[src/rtl/keycode_action_decoder.sv]
// keycode_action_decoder
// Turns the USB host's keycode slots into per-action game controls. Each action
// has a runtime-writable keycode binding. The block samples once per video frame.
// For every action it produces:
//   - a held level,
//   - pressed and released edge pulses,
//   - a typematic auto-repeat pulse.
// A frame that reports ErrorRollOver (0x01) in any slot is thrown away, so a
// transient phantom-key condition cannot release or press anything.
module keycode_action_decoder #(
  parameter int NUM_SLOTS    = 4,
  parameter int NUM_ACTIONS  = 8,
  parameter int REPEAT_DELAY = 20,
  parameter int REPEAT_RATE  = 5
) (
  input  logic                           Clk,
  input  logic                           Reset_n,
  input  logic                           frame_strobe,
  input  logic [NUM_SLOTS*8-1:0]         keycodes,
  input  logic                           map_we,
  input  logic [$clog2(NUM_ACTIONS)-1:0] map_addr,
  input  logic [7:0]                     map_data,
  output logic [NUM_ACTIONS-1:0]         held,
  output logic [NUM_ACTIONS-1:0]         pressed,
  output logic [NUM_ACTIONS-1:0]         released,
  output logic [NUM_ACTIONS-1:0]         repeat_pulse,
  output logic                           any_held,
  output logic                           rollover
);

  localparam int    CNT_MAX           = (REPEAT_DELAY > REPEAT_RATE) ? REPEAT_DELAY : REPEAT_RATE;
  localparam int    CW                = $clog2(CNT_MAX + 1);
  localparam logic [7:0] KEY_ROLLOVER = 8'h01;

  logic [7:0]             map_reg [NUM_ACTIONS];
  logic [NUM_ACTIONS-1:0] raw;
  logic                   rollover_hit;
  logic                   frame_accept;
  logic                   any_held_reg;
  logic                   rollover_reg;

  // Detect ErrorRollOver in any slot of the current report.
  always_comb begin
    rollover_hit = 1'b0;
    for (int k = 0; k < NUM_SLOTS; k++) begin
      if (keycodes[8*k +: 8] == KEY_ROLLOVER) rollover_hit = 1'b1;
    end
  end

  assign frame_accept = frame_strobe & ~rollover_hit;

  // Action map. Strobe logic reads the pre-write contents in a collision cycle,
  // because the write lands at the same edge that consumes the strobe.
  always_ff @(posedge Clk or negedge Reset_n) begin
    if (!Reset_n) begin
      for (int i = 0; i < NUM_ACTIONS; i++) map_reg[i] <= 8'h00;
    end else if (map_we && (32'(map_addr) < NUM_ACTIONS)) begin
      map_reg[map_addr] <= map_data;
    end
  end

  // any_held follows the held vector. A discarded frame keeps it unchanged.
  // rollover stays set until the next accepted strobe clears it.
  always_ff @(posedge Clk or negedge Reset_n) begin
    if (!Reset_n) begin
      any_held_reg <= 1'b0;
      rollover_reg <= 1'b0;
    end else if (frame_strobe) begin
      if (rollover_hit) begin
        rollover_reg <= 1'b1;
      end else begin
        rollover_reg <= 1'b0;
        any_held_reg <= |raw;
      end
    end
  end

  assign any_held = any_held_reg;
  assign rollover = rollover_reg;

  genvar gi;
  generate
    for (gi = 0; gi < NUM_ACTIONS; gi++) begin : g_action
      logic          raw_hit;
      logic          held_reg, held_next;
      logic          pressed_reg, pressed_next;
      logic          released_reg, released_next;
      logic          repeat_reg, repeat_next;
      logic [CW-1:0] cnt_reg, cnt_next;

      // An action is raw-active when any slot carries its bound code.
      // Code 0x00 means unbound, and empty slots never match it.
      always_comb begin
        raw_hit = 1'b0;
        for (int k = 0; k < NUM_SLOTS; k++) begin
          if ((keycodes[8*k +: 8] == map_reg[gi]) && (map_reg[gi] != 8'h00)) raw_hit = 1'b1;
        end
      end

      assign raw[gi] = raw_hit;

      // Compute the next held level, the edge pulses and the repeat schedule.
      // Pulses are masked by their own current value, so none of them can stay
      // high on two consecutive cycles, even with back-to-back strobes.
      always_comb begin
        held_next     = held_reg;
        cnt_next      = cnt_reg;
        pressed_next  = 1'b0;
        released_next = 1'b0;
        repeat_next   = 1'b0;
        if (frame_accept) begin
          held_next     = raw_hit;
          pressed_next  = raw_hit & ~held_reg;
          released_next = ~raw_hit & held_reg;
          if (raw_hit && !held_reg) begin
            cnt_next    = CW'(REPEAT_DELAY);
            repeat_next = 1'b1;
          end else if (raw_hit) begin
            if (cnt_reg > CW'(1)) begin
              cnt_next = cnt_reg - CW'(1);
            end else if (cnt_reg == CW'(1)) begin
              cnt_next    = CW'(REPEAT_RATE);
              repeat_next = 1'b1;
            end
          end else begin
            cnt_next = '0;
          end
        end
        pressed_next  = pressed_next  & ~pressed_reg;
        released_next = released_next & ~released_reg;
        repeat_next   = repeat_next   & ~repeat_reg;
      end

      // Register the per-action state and pulses.
      always_ff @(posedge Clk or negedge Reset_n) begin
        if (!Reset_n) begin
          held_reg     <= 1'b0;
          pressed_reg  <= 1'b0;
          released_reg <= 1'b0;
          repeat_reg   <= 1'b0;
          cnt_reg      <= '0;
        end else begin
          held_reg     <= held_next;
          pressed_reg  <= pressed_next;
          released_reg <= released_next;
          repeat_reg   <= repeat_next;
          cnt_reg      <= cnt_next;
        end
      end

      assign held[gi]         = held_reg;
      assign pressed[gi]      = pressed_reg;
      assign released[gi]     = released_reg;
      assign repeat_pulse[gi] = repeat_reg;
    end
  endgenerate

endmodule

[config.mk]
export PLATFORM = sky130hd
export DESIGN_NAME = keycode_action_decoder
export DESIGN_NICKNAME = d
export VERILOG_FILES = /design/src/rtl/keycode_action_decoder.sv
export SDC_FILE = /design/constraint.sdc
export NUM_CORES = 1
export LEC_CHECK = 0
export ABC_AREA = 0
export BUFFER_PORTS_ARGS = -buffer_cell sky130_fd_sc_hd__buf_2
export CAP_MARGIN = 20
export CORE_MARGIN = 10
export CORE_UTILIZATION = 60
export CTS_CLUSTER_DIAMETER = 80
export CTS_CLUSTER_SIZE = 40
export DETAILED_ROUTE_END_ITERATION = 12
export GPL_TIMING_DRIVEN = 0
export PLACE_DENSITY_LB_ADDON = 0.3
export SYNTH_ARGS = -nofsm -noshare
export SYNTH_HDL_FRONTEND = slang
export SYNTH_SLANG_ARGS = --single-unit
[constraint.sdc]
create_clock -name Clk -period 2.5 [get_ports Clk]
set_input_delay 0.25 -clock Clk [delete_from_list [all_inputs] [get_ports Clk]]
set_output_delay 0.25 -clock Clk [all_outputs]
set_load 0.05 [all_outputs]
==> results.json, run 1 <==
{
  "hold_violations": 0,
  "crit_required_ns": 2.87,
  "grtUsageTotal_pct": 26.0,
  "cp-endpoint": "g_action[4].cnt_reg[0]",
  "cts_inserted_buffers": 17,
  "r2r-start": "map_reg[25]",
  "grt_max_degree": 100,
  "grt_antenna_before_repair": 0,
  "dr.pass1.iters": 6,
  "clock.fmax_mhz": 419,
  "via_per_inst": 6.22,
  "ys_warn_count": 0,
  "ys_top_cells_by_area": "dfrtp_1 (34%), xor2_1 (17%), mux2_2 (6.4%)",
  "synth_top_area_share_pct": 34.3,
  "period_share_pct": 95.5,
  "slew_headroom_pct": 46.6,
  "clk_latency_ns": 0.44,
  "cts.sinks": 138,
  "largest_reg_flops": 64,
  "cts-root-buf": "clkbuf_16",
  "die_width_um": 150,
  "synth_top_area_cell": "dfrtp_1",
  "io_buffer_count": 44,
  "async_reset_ff_share_pct": 100,
  "start_kind": "flop",
  "mostFrequentLayoutCells": "xor2_1 (192), dfrtp_1 (138), nand2_1 (108)",
  "clockBufferDepth": 2,
  "synth-edff-count": 0,
  "endpoint_kind": "flop",
  "synth_area_um2": 10100,
  "first_global_vias": 8269,
  "wl_per_cell_um": 21.1,
  "multiInputGateArea_um2": 5640,
  "regArea_um2": 3450,
  "place_congestion": 0.935,
  "cp_max_fo": 7,
  "ant_nets": 0,
  "area_growth_syn_to_layout_pct": 11.8,
  "rsz0062_at_grt": "false",
  "maxCapViolCount": 0,
  "cts_setup_buffers": 0,
  "layout_commonest_cell": "xor2_1",
  "ioPinCount": 81,
  "start_util_pct": 61.0,
  "p_per_area_nw_per_um2": 716,
  "startpoint": "map_reg[25]",
  "core-area_um2": 16500,
  "via_count": 8569,
  "die-area_um2": 22400,
  "regToRegSetupSlack_ns": 0.11,
  "post_synth.cell_area_avg_um2": 9.32,
  "hpwl_mm": 19.2,
  "grt_pass1_wl_mm": 45.6,
  "fin_crit_ns": 2.39,
  "r2r_cells": 8,
  "synth-main-ff-cell": "dfrtp_1",
  "tightest_slew_ns": 0.797,
  "first_iter_violations": 1025,
  "crit_arrival_ns": 2.75,
  "ir_drop_mv": 0.556,
  "htree_levels": 4,
  "fp.dieH_um": 150,
  "fp-row-count": 47,
  "drt_wl_total_mm": 29.1,
  "postLayoutCoreUtil_pct": 68.1,
  "synth_seq_cells": 138,
  "drc_errors": 0,
  "hold_path_class": "input pin to flop",
  "status": "complete, no violations",
  "finClkSkew_ns": 0.00692,
  "synth_fp_nets": 1144,
  "n_antenna_cell": 0,
  "seq_area_frac_synth_pct": 34.3,
  "timing.setup.tns_ns": 0,
  "maxSlewViolCount": 0,
  "whs_ns": 0.0694,
  "cts.reportedPaths.clkPinSlew_ns": 0.06,
  "reg2reg_to": "g_action[4].cnt_reg[0]",
  "cts_tree": "done",
  "synthDistinctLibCells": 62,
  "p_leak_nw": 4.97,
  "path_class": "flop to flop",
  "fill_cells": 1318,
  "drive_gt1_share_pct": 20.6,
  "setup_viol": 0,
  "syn_inst": 1081,
  "final_nets": 1209,
  "grt-ovfl-total": 0
}
==> power breakdown <==
group	switching, mW	total, mW	internal, mW
Combinational	1.59	2.65	1.05
Sequential	0.109	2.62	2.51
Clock	1.02	2.80	1.78
==> per-stage QoR <==
step                worst slack [ns]  cells  cell area, µm²  power (mW)
detailed placement            0.0756   1346           10600        5.20
CTS                           0.0140   1378           11300        8.02
global route                  0.0795   1378           11300        8.41
finish                         0.113   1378           11300        8.06
floorplan                      0.671   1081           10100        4.66
global placement              -0.776   1345           10600        5.11
==> worst max-delay path: stages (launching register included) <==
cell and delay [ns]:
dfrtp_1 0.32, clkbuf_1 0.35, xor2_1 0.16, nor4_1 0.40, nand2_1 0.15, nand4_2 0.20
nand2_4 0.11, or4b_1 0.48, a21oi_1 0.15
==> what timing repair did <==
action                                  4_1_cts  5_1_grt
endpoints found under the setup margin        0        6
gates resized for setup                       0        1
endpoints found under the hold margin        39        0
hold buffers                                  1        0
==> cells in the mapped netlist (3+ instances only) <==
cell        n
ha_1       16
buf_4      41
a22o_1     10
a21oi_1    19
nand2b_1    4
nand3_1     9
o21ai_0    23
and4b_1     4
xnor2_1    64
a21boi_0    4
dfrtp_1   138
buf_1       6
nor2_1     33
nor4_1     78
a31oi_1    13
nor4b_1     9
or4_1       5
and2_1      6
clkbuf_1   50
nor3b_1     6
xor2_1    192
buf_6      16
buf_2      30
mux2_1      7
clkbuf_2    5
nor3_1     18
inv_1      25
o21ai_1     3
nand2_1   108
mux2_2     57
o31ai_1     7
a31o_2      4
o22ai_1     5
nand4b_1    3
nand4_1    26
a221oi_1    3
==> cell families after synthesis <==
| group | Yosys count | synth area share (%) |
|---|---|---|
| mux | 65 | 7.25 |
| compound gates | 107 | 7.02 |
| flops | 138 | 34.3 |
| buf+inv | 174 | 9.75 |
| fa+ha+maj | 16 | 1.99 |
| simple gates | 325 | 17.4 |
| xor+xnor | 256 | 22.3 |
==> layout make-up <==
class	count	area share [%]
plain buffers	149	7.89
well taps	220	2.44
repair buffers	46	2.34
flip-flops and latches	138	30.7
multi-input cells	769	50.1
inverters	25	0.833
clock buffers	22	4.30
clock inverters	9	1.42
==> worst min-delay path by stage <==
stage,startpoint,endpoint,slack [ns],cells past startpoint
after floorplan,Reset_n,any_held,-0.05,0
after global placement,g_action[2].pressed_reg,g_action[2].pressed_reg,0.42,1
after detailed placement,Reset_n,map_reg[56],0.20,1
after CTS,frame_strobe,rollover,0.06,3
after global routing,frame_strobe,rollover,0.11,3
final,frame_strobe,rollover,0.07,3
==> layer usage <==
layer  vias to the layer above  share of wire [%]  routed length [µm]  track usage (%)
li1                       3820                  -                   -                -
met1                      4124                 41               11900             33.9
met2                       515                 46               13300             40.0
met3                       110                9.3                2690             5.74
met4                         0                4.0                1180             12.6
met5                         -                  0                   0                0
(Power assumes the default switching activity.)
==> inputs of run 2 (changes only) <==
PLACE_DENSITY = 0.84   (was not set)
PLACE_DENSITY_LB_ADDON = not set   (was 0.3)
REMOVE_ABC_BUFFERS = 1   (was not set)
==> run 2 against run 1 <==
Effect of this change:
- register-to-register slack improved by 0.22 ns
- clock power shrank 7.9%
- combinational power is 29% lower
- total power is 6.0% lower
- clock-buffer cell count fell by 2
- sequential share of layout area grew 1.9 points
- cell area shrank 5.9%
- highest routed layer unchanged
- final cell count shrank 7.8%
- critical path depth decreased by 1
==> results.json, run 2 (same netlist as run 1, synthesis figures left out) <==
{
  "cts_tree": "done",
  "first_global_vias": 7955,
  "grt-ovfl-total": 0,
  "via_count": 8076,
  "ant_nets": 0,
  "fp-row-count": 47,
  "finClkSkew_ns": 0.00924,
  "final_nets": 1101,
  "mostFrequentLayoutCells": "xor2_1 (192), dfrtp_1 (138), nand2_1 (108)",
  "fin_crit_ns": 2.16,
  "fp.dieH_um": 150,
  "pwr-share-comb_pct": 24.7,
  "clockBufferDepth": 2,
  "rsz0062_at_grt": "false",
  "p_leak_nw": 4.59,
  "die_width_um": 150,
  "via_per_inst": 6.35,
  "drt_wl_total_mm": 27.1,
  "core-area_um2": 16500,
  "drive_gt1_share_pct": 17.7,
  "switching_power_mw": 2.57,
  "path_class": "flop to flop",
  "ir_drop_mv": 0.649,
  "timing.setup.tns_ns": 0,
  "cts-root-buf": "clkbuf_16",
  "cts.reportedPaths.clkPinSlew_ns": 0.06,
  "first_iter_violations": 805,
  "drc_errors": 0,
  "tightest_slew_ns": 0.767,
  "endpoint_kind": "flop",
  "grt_antenna_before_repair": 0,
  "io_buffer_count": 80,
  "slew_headroom_pct": 48.7,
  "seqPwrFrac_pct": 41.2,
  "area_growth_syn_to_layout_pct": 5.19,
  "period_share_pct": 86.5,
  "grtUsageTotal_pct": 24.3,
  "start_kind": "flop",
  "cp_max_fo": 7,
  "crit_arrival_ns": 2.51,
  "maxSlewViolCount": 0,
  "cts_inserted_buffers": 17,
  "crit_required_ns": 2.84,
  "start_util_pct": 61.0,
  "grt_max_degree": 90,
  "clkPwrFrac_pct": 34.1,
  "swShare_pct": 33.9,
  "hold_violations": 0,
  "largest_reg_flops": 64,
  "maxCapViolCount": 0,
  "setup_viol": 0,
  "hpwl_mm": 17.8,
  "dr.pass1.iters": 5,
  "layout_commonest_cell": "xor2_1",
  "grt_pass1_wl_mm": 43.0,
  "die-area_um2": 22400,
  "design_power_total_mw": 7.57,
  "clk_latency_ns": 0.43,
  "clock.fmax_mhz": 462,
  "hold_path_class": "input pin to flop",
  "ioPinCount": 81,
  "p_per_area_nw_per_um2": 715,
  "status": "complete, no violations",
  "cts.sinks": 138,
  "wl_per_cell_um": 21.3,
  "whs_ns": 0.130,
  "internal_power_mw": 5.01,
  "place_congestion": 0.940,
  "htree_levels": 4
}
-- run 2: cell types whose count changed in the layout (fill, tap and decap cells not counted), moves of 3 or more --
cell | previous run | this run
clkbuf_2 | 5 | 0
buf_4 | 41 | 0
buf_6 | 17 | 2
buf_2 | 73 | 79
clkbuf_1 | 51 | 1
buf_1 | 6 | 0
clkinvlp_4 | 0 | 3
-- run 2: final timing paths --
path | startpoint | to | slack [ns] | depth (start not counted)
max | map_reg[54] | g_action[1].cnt_reg[2] | 0.34 | 7
max in group asynchronous | Reset_n | map_reg[10] | 1.38 | 3
min reg2reg | g_action[2].pressed_reg | g_action[2].pressed_reg | 0.42 | 1
min in group asynchronous | Reset_n | g_action[3].repeat_reg | 0.33 | 2
max reg2reg | map_reg[54] | g_action[1].cnt_reg[2] | 0.34 | 7
min | frame_strobe | rollover | 0.13 | 3
-- run 2: per-layer routing --
metal	GRT usage, %	vias up	part of all wire (%)
li1	-	3594	-
met1	29.8	3960	39
met2	39.1	412	47
met3	5.80	110	9.2
met4	12.2	0	4.7
met5	0	-	0
-- run 2: per-stage QoR --
stage | setup slack [ns] | util (%) | cell area (µm²) | cells
finish | 0.337 | 64.1 | 10600 | 1271
global route | 0.200 | 64.1 | 10600 | 1270
CTS | 0.107 | 64.1 | 10600 | 1270
detailed placement | 0.0829 | 60.4 | 9980 | 1238
global placement | -2.13 | 59.7 | 9860 | 1232
floorplan | -0.634 | - | 9180 | 932
-- run 2: cell type report --
type | instances | area (µm²)
diodes | 1 | 2.50
flip-flops and latches | 138 | 3450
clock inverters | 11 | 145
clock buffers | 20 | 457
well taps | 220 | 275
multi-input cells | 769 | 5640
fillers | 1300 | 5930
repair buffers | 87 | 528
inverters | 25 | 93.8
-- run 2: power groups by stage --
stage	clock [mW]	combinational [mW]	sequential, mW
final	2.58	1.87	3.12
after global routing	2.71	2.04	3.17
after CTS	2.61	1.85	3.11
after detailed placement	0	1.83	3.14
after global placement	0	1.73	3.13
after floorplan	0	1.25	3.10
-- run 2: what timing repair did --
item,CTS,global route
hold buffers,1,0
setup buffers,0,0
endpoints found under the hold margin,49,0
setup endpoints to repair,0,6
resized for setup,0,1
-- run 2: critical path, cell delays in order, from the launching register on --
cell and delay, ns:
dfrtp_1 0.47, xor2_1 0.18, nor4_1 0.36, nand2_1 0.10, nand4_1 0.17, and2_1 0.35, nand2_1 0.18, o31ai_1 0.26
==> inputs of run 3 (changes only) <==
CORE_UTILIZATION = 35   (was 60)
PLACE_DENSITY = 0.55   (was 0.84)
==> run 3 against run 2 <==
Effect of this change:
- flip-flop and latch count unchanged
- sequential share of layout area decreased by 0.54 points
- clock skew increased by 0.0016 ns
- combinational power about the same
- sequential power about the same
- routed wire length increased by 5.5%
- final cell count increased by 13%
- clock-buffer cell count unchanged
- clock power about the same
- register-to-register slack got worse by 0.02 ns
- hold slack got worse by 0.021 ns
- total power decreased by 0.49%
==> results.json, run 3 (same netlist as run 1, synthesis figures left out) <==
{
  "finClkSkew_ns": 0.0108,
  "cts.reportedPaths.clkPinSlew_ns": 0.06,
  "cp_max_fo": 22,
  "hpwl_mm": 19.1,
  "first_global_vias": 7708,
  "clock.fmax_mhz": 452,
  "ant_nets": 0,
  "die-area_um2": 36000,
  "mostFrequentLayoutCells": "xor2_1 (192), dfrtp_1 (138), nand2_1 (108)",
  "status": "complete, no violations",
  "layout_commonest_cell": "xor2_1",
  "fin_cells": 1435,
  "endpoint_kind": "flop",
  "htree_levels": 4,
  "crit_arrival_ns": 2.56,
  "worst-path-buf-inv": 3,
  "cts-root-buf": "clkbuf_16",
  "cts_tree": "done",
  "placed_cell_area_um2": 10200,
  "first_iter_violations": 561,
  "hold_violations": 0,
  "clk_latency_ns": 0.42,
  "cpPeakStageDelay_ns": 0.52,
  "crit_chain": "buf_2 -> nor4b_1 -> a21boi_1 -> nand4_1 -> buf_6 -> buf_8 -> or4b_1 -> a21oi_1",
  "cts.sinks": 138,
  "grtUsageTotal_pct": 15.9,
  "wl_per_cell_um": 19.9,
  "fin_crit_ns": 2.21,
  "area_growth_syn_to_layout_pct": 6.98,
  "via_per_inst": 5.33,
  "final_cell_area_um2": 10800,
  "maxCapViolCount": 0,
  "grt-ovfl-total": 0,
  "cts_setup_buffers": 0,
  "place_congestion": 0.873,
  "core-area_um2": 28500,
  "rsz0062_at_grt": "false",
  "largest_reg_flops": 64,
  "drive_gt1_share_pct": 17.8,
  "dr.pass1.iters": 6,
  "dpl.cell_count": 1402,
  "crit_required_ns": 2.85,
  "whs_ns": 0.109,
  "drt_wl_total_mm": 28.6,
  "cts_inserted_buffers": 17,
  "slew_headroom_pct": 46.9,
  "start_util_pct": 35.3,
  "n_antenna_cell": 0,
  "path_class": "input pin to flop",
  "period_share_pct": 88.5,
  "cp_top_family": "simple AND/OR/NAND/NOR gates",
  "design_power_total_mw": 7.54,
  "grt_antenna_before_repair": 0,
  "p_leak_nw": 4.59,
  "final_nets": 1101,
  "via_count": 7652,
  "ioPinCount": 81,
  "clockBufferDepth": 2,
  "tightest_slew_ns": 0.797,
  "die_width_um": 190,
  "drc_errors": 0,
  "fp.dieH_um": 190,
  "fp-row-count": 62,
  "start_kind": "input pin",
  "ir_drop_mv": 0.483,
  "io_buffer_count": 80,
  "grt_pass1_wl_mm": 44.8,
  "hold_path_class": "input pin to flop",
  "setup_viol": 0,
  "cp_slowest_cell": "or4b_1",
  "p_per_area_nw_per_um2": 699,
  "grt_max_degree": 91,
  "maxSlewViolCount": 0
}
-- run 3: metal layers --
metal | vias up | part of all wire (%) | track usage (%)
met5 | - | 0 | 0
met4 | 0 | 4.0 | 7.17
met3 | 58 | 6.2 | 3.50
met2 | 278 | 44 | 24.4
met1 | 3717 | 46 | 21.0
li1 | 3599 | - | -
-- run 3: final timing paths --
kind	start	end	slack (ns)	cells past startpoint
setup / recovery	keycodes[1]	g_action[4].cnt_reg[0]	0.29	8
hold / removal	frame_strobe	rollover	0.11	3
setup reg to reg	map_reg[53]	g_action[1].cnt_reg[2]	0.32	7
hold reg to reg	g_action[1].repeat_reg	g_action[1].repeat_reg	0.42	1
max in group asynchronous	Reset_n	map_reg[41]	1.31	3
min in group asynchronous	Reset_n	g_action[7].repeat_reg	0.37	2
-- run 3: final cells by class --
class	instances	area, µm²
timing repair buffer	87	508
tap	384	480
fill	2929	17800
clock inverter	12	149
clock buffer	20	447
inverter	25	93.8
sequential	138	3450
multi-input combinational	769	5640
-- run 3: where the power goes --
part | total, mW | switching (mW) | internal, mW
combinational | 1.85 | 0.964 | 0.883
sequential | 3.11 | 0.607 | 2.51
clock | 2.58 | 0.985 | 1.59
-- run 3: stage by stage --
stage | utilization (%) | setup WS [ns] | setup TNS, ns
after detailed placement | 35.6 | -0.177 | -0.236
after global routing | 37.7 | 0.0943 | 0
after CTS | 37.7 | 0.169 | 0
after global placement | 35.3 | -2.41 | -242.24
final | 37.7 | 0.287 | 0
after floorplan | - | -0.634 | -13.65
-- run 3: tightest hold or removal path, stage by stage --
cell and delay (ns):
buf_2 0.12, nor2_1 0.05, nor2_1 0.07
-- run 3: what timing repair did --
action	CTS	global route
gates resized for setup	0	1
hold endpoints to repair	48	0
setup endpoints to repair	0	1
hold buffers	1	0
